File: config.mk
export PLATFORM = sky130hd
export DESIGN_NAME = stopwatch_button_ctrl
export DESIGN_NICKNAME = d
export VERILOG_FILES = /design/src/rtl/stopwatch_button_ctrl.sv
export SDC_FILE = /design/constraint.sdc
export NUM_CORES = 1
export LEC_CHECK = 0
export CORE_AREA = 2 2 65 67
export DETAILED_ROUTE_END_ITERATION = 10
export DIE_AREA = 0 0 67 69
export PLACE_DENSITY = 0.65
export SLEW_MARGIN = 20
export SYNTH_ARGS = -nofsm -noshare
export SYNTH_HDL_FRONTEND = slang
export SYNTH_SLANG_ARGS = --single-unit
File: constraint.sdc
create_clock -name clk -period 1.96 [get_ports clk]
set_input_delay 0.392 -clock clk [delete_from_list [all_inputs] [get_ports clk]]
set_output_delay 0.392 -clock clk [all_outputs]
set_load 0.1 [all_outputs]
File: src/rtl/stopwatch_button_ctrl.sv
// Button front end for the stopwatch: synchronises and debounces start/stop and lap/clear,
// then turns them into single-cycle start/stop/clear commands and a lap-freeze level.
module stopwatch_button_ctrl #(
  parameter int DEB_CYCLES  = 4,
  parameter int LONG_CYCLES = 16,
  parameter int CNT_W       = 8
) (
  input  logic clk,
  input  logic reset,
  input  logic btn_ss,
  input  logic btn_lap,
  input  logic running,
  output logic start_pulse,
  output logic stop_pulse,
  output logic clr_pulse,
  output logic lap_pulse,
  output logic lap_freeze
);

  typedef enum logic [1:0] {L_IDLE, L_HELD, L_LONG} lap_state_t;

  logic [1:0] btn_raw;
  logic [1:0] deb_lvl;
  logic [1:0] deb_tog;

  assign btn_raw = {btn_lap, btn_ss};

  // Index 0 is start/stop, index 1 is lap/clear.
  genvar gi;
  generate
    for (gi = 0; gi < 2; gi++) begin : g_deb
      logic             meta_reg;
      logic             sync_reg;
      logic             deb_reg;
      logic [CNT_W-1:0] cnt_reg;

      always_ff @(posedge clk) begin
        if (reset) begin
          meta_reg <= 1'b0;
          sync_reg <= 1'b0;
          deb_reg  <= 1'b0;
          cnt_reg  <= '0;
        end else begin
          meta_reg <= btn_raw[gi];
          sync_reg <= meta_reg;
          if (sync_reg == deb_reg) begin
            cnt_reg <= '0;
          end else if (cnt_reg == CNT_W'(DEB_CYCLES - 1)) begin
            deb_reg <= ~deb_reg;
            cnt_reg <= '0;
          end else begin
            cnt_reg <= cnt_reg + 1'b1;
          end
        end
      end

      // High in the cycle before the debounced level flips.
      assign deb_tog[gi] = (sync_reg != deb_reg) && (cnt_reg == CNT_W'(DEB_CYCLES - 1));
      assign deb_lvl[gi] = deb_reg;
    end
  endgenerate

  logic ss_deb_d_reg;
  logic ss_rise;
  logic lap_rise_evt;
  logic lap_fall_evt;

  assign ss_rise      = deb_lvl[0] & ~ss_deb_d_reg;
  assign lap_rise_evt = deb_tog[1] & ~deb_lvl[1];
  assign lap_fall_evt = deb_tog[1] & deb_lvl[1];

  lap_state_t       state_reg, state_next;
  logic [CNT_W-1:0] hold_reg, hold_next;
  logic             long_hit;
  logic             short_rel;
  logic             start_next, stop_next, clr_next, lap_pulse_next, lap_freeze_next;

  always_ff @(posedge clk) begin
    if (reset) begin
      state_reg    <= L_IDLE;
      hold_reg     <= '0;
      ss_deb_d_reg <= 1'b0;
      start_pulse  <= 1'b0;
      stop_pulse   <= 1'b0;
      clr_pulse    <= 1'b0;
      lap_pulse    <= 1'b0;
      lap_freeze   <= 1'b0;
    end else begin
      state_reg    <= state_next;
      hold_reg     <= hold_next;
      ss_deb_d_reg <= deb_lvl[0];
      start_pulse  <= start_next;
      stop_pulse   <= stop_next;
      clr_pulse    <= clr_next;
      lap_pulse    <= lap_pulse_next;
      lap_freeze   <= lap_freeze_next;
    end
  end

  // Reaching the long-press threshold wins over a release arriving on the same edge.
  always_comb begin
    state_next = state_reg;
    hold_next  = hold_reg;
    long_hit   = 1'b0;
    short_rel  = 1'b0;
    case (state_reg)
      L_IDLE: begin
        if (lap_rise_evt) begin
          state_next = L_HELD;
          hold_next  = CNT_W'(1);
        end
      end
      L_HELD: begin
        if (hold_reg == CNT_W'(LONG_CYCLES - 1)) begin
          state_next = L_LONG;
          hold_next  = CNT_W'(LONG_CYCLES);
          long_hit   = 1'b1;
        end else if (lap_fall_evt) begin
          state_next = L_IDLE;
          short_rel  = 1'b1;
        end else begin
          hold_next = hold_reg + 1'b1;
        end
      end
      L_LONG: begin
        if (lap_fall_evt) begin
          state_next = L_IDLE;
        end
      end
      default: begin
        state_next = L_IDLE;
      end
    endcase
  end

  // A clear discards any start/stop decided on the same edge.
  always_comb begin
    clr_next        = long_hit;
    start_next      = ss_rise & ~running & ~long_hit;
    stop_next       = ss_rise & running & ~long_hit;
    lap_pulse_next  = short_rel & running & ~lap_freeze;
    lap_freeze_next = lap_freeze;
    if (long_hit) begin
      lap_freeze_next = 1'b0;
    end else if (short_rel) begin
      if (lap_freeze) begin
        lap_freeze_next = 1'b0;
      end else if (running) begin
        lap_freeze_next = 1'b1;
      end
    end
  end

endmodule
==> qor.yml, run 1 <==
rsz0062_at_grt: "false"
ant_nets: 0
layout_min_cycle_time_ns: 1.80
final_layout_size_suffix_gt1_share_pct: 12.3
drt-initial-drc-count: 82
synth_xor_area_share_pct: 7.18
fmax_mhz: 555
rows: 23
portBuffers: 9
area_growth_pct: 16.0
cts_setup_buffers: 0
cp.arrival_ns: 2.02
cpLargestDelayFamily: "compound AO/OA/AOI/OAI gates"
ios: 10
syn_area_per_cell_um2: 9.18
synthArstFlopShare_pct: 0
grt_pass1_vias: 1339
swShare_pct: 22.4
wire_per_inst_um: 13.4
drc: 0
cp.required_ns: 2.18
rr_endpoint: "hold_reg[0]"
synthSimpleGateAreaFrac_pct: 29.4
fin_setup_tns_ns: 0
dp_slack_ns: 0.00770
status: "finished clean"
fin_ws_ns: 0.159
grt_usage_pct: 16.6
total_power_uw: 1410
grt_pass1_wl_um: 5910
r2r-start: "hold_reg[0]"
grt_start_max_net_pins: 26
nFillCells: 389
dp_hpwl_um: 2510
die_w_um: 67
netlist_area_mm2: 0.00171
root_buffer: "clkbuf_8"
synthMuxAreaShare_pct: 1.76
rr_worst_depth: 5
first_pass_iters: 4
diodes: 0
m1WireLength_um: 1540
p_leak_uw: 0.000690
p_sw_uw: 316
worst_setup_path_start_kind: "register"
cts_buffers: 5
hold_violations: 0
synth.distinct_cells: 43
synthCells: 186
drt_wl_total_um: 3400
synth_edf_count: 0
synthFlopType: "dfxtp_1"
met2WireLength_um: 1620
die-area_mm2: 0.00462
cp_cell_sequence: "ha_1, and4b_1, nand2_2, a211oi_4, mux2i_1"
clk_path_buf_depth: 2
whs_path_depth: 1
pwr_density_cell_mw_per_mm2: 713
multi_input_area_um2: 908
max-vdd-ir-drop_mv: 0.313
cp-end-kind: "register"
finalSetupViolCount: 0
hold_path.class: "reg -> reg"
cts.sinks: 38
initial_utilization_pct: 43.6
final_common_cell: "dfxtp_1"
antenna_found_initial: 0
synth-adder-area-share_pct: 2.20
cts_tree: "done"
vias: 1397
regArea_um2: 761
layout_common_cells: "dfxtp_1, nor2_1, nand3_1, buf_4"
seq_power_share_pct: 55.9
seq_area_frac_synth_pct: 44.5
largest_register_ffs: 16
routed.top_layer: "met4"
worstHoldStart: "ss_deb_d_reg"
slowest_stage: "a211oi_4"
clk_latency_ns: 0.29
h-tree-depth: 2
cap_violations: 0
startpoint: "hold_reg[0]"
synth_compound_area_share_pct: 12.7
cell_internal_pwr_uw: 1100
synth_top_family_by_area: "simple AND/OR/NAND/NOR gates"
relSlewSlack_pct: 64.3
worstHoldEndpoint: "start_pulse"
syn-num-nets: 194
slew_viol_final: 0
core_mm2: 0.00391
regToRegSetupSlack_ns: 0.16
yosys_warnings: 0
gp_congestion: 0.884
cts_resized: 0
fin_crit_sh_pct: 91.9
via_per_inst: 5.50
finClkSkew_ns: 0.00553
dr_wl_met3_um: 179
clockPowerShare_pct: 39.4
path_clk_slew_ns: 0.07
path_class: "reg -> reg"
overflow: 0
max_stage_delay_ns: 0.45
nets: 211
critPathBufInv: 0
die_h_um: 69
worst_pin_slew_ns: 0.534
path_max_fanout: 8
ys_ff_latch: 38
combPwrFrac_pct: 4.7
metal layers:
layer  vias up  global-route usage, %
met1       658                   20.5
met5         -                      0
li1        697                      -
met3         8                   5.22
met4         0                   7.94
met2        34                   25.7
kinds of logic after synthesis:
family | count (synthesis)
multiplexers | 3
adder cells (fa/ha/maj) | 3
AND/OR/NAND/NOR | 89
flip-flops | 38
AO/OA/AOI/OAI | 29
XOR/XNOR | 14
buffers and inverters | 10
cell type report:
cell class                      count  share of cell area (%)
Tap cell                           50                    3.16
Sequential cell                    38                    38.4
Timing Repair Buffer               15                    6.82
Clock inverter                      2                   0.632
Multi-Input combinational cell    138                    45.9
Clock buffer                        6                    4.17
Inverter                            5                   0.948
stage by stage:
stage | hold slack (ns) | instances | instance area [um^2] | util (%)
floorplan | 0.400 | 186 | 1710 | -
global placement | 0.411 | 246 | 1890 | 48.2
detailed placement | 0.422 | 246 | 1890 | 48.2
CTS | 0.434 | 254 | 1980 | 50.6
global route | 0.466 | 254 | 1980 | 50.6
finish | 0.432 | 254 | 1980 | 50.6
power groups by stage:
| stage | logic (uW) | clock network [uW] | registers [uW] |
|---|---|---|---|
| 2_1_floorplan | 42.5 | 0 | 805 |
| 3_3_place_gp | 65.2 | 0 | 808 |
| 3_5_place_dp | 67.4 | 0 | 808 |
| 4_1_cts | 68.0 | 575 | 790 |
| 5_1_grt | 73.5 | 610 | 791 |
| 6_report | 66.5 | 556 | 790 |
Yosys cell counts, drive strengths merged, types with 4 or more instances:
master  count  area share [%]
xnor2       7             3.6
nor4b       4             2.9
nor3        6             2.1
a31oi       5             1.8
o21ai       5             1.5
xor2        7             3.6
nor4        4             1.5
inv         5             1.1
nand2b      9             3.3
a21oi       4             1.2
nand2      10             2.3
dfxtp      38              45
and3        6             2.3
nor2       23             5.1
nand3      13             3.8
clkbuf      4            0.88
nor2b       6             2.2
worst max path at each step:
| stage | endpoint | slack, ns | depth (start not counted) |
|---|---|---|---|
| floorplan | hold_reg[0] | 0.36 | 6 |
| global placement | hold_reg[3] | 0.1 | 5 |
| detailed placement | hold_reg[3] | 0.008 | 5 |
| CTS | hold_reg[0] | 0.07 | 5 |
| global route | hold_reg[0] | 0.007 | 5 |
| finish | hold_reg[0] | 0.16 | 5 |
timing repair:
action | in CTS | in global routing
hold endpoints to repair | 0 | 0
setup endpoints to repair | 0 | 6
hold buffers | 0 | 0
(Power assumes the default switching activity.)
==> run 2, diff against run 1 <==
Settings changed: CTS_CLUSTER_SIZE set to 25.
==> results of run 2 <==
No change in the layout: final DEF, timing and power equal those of run 1.
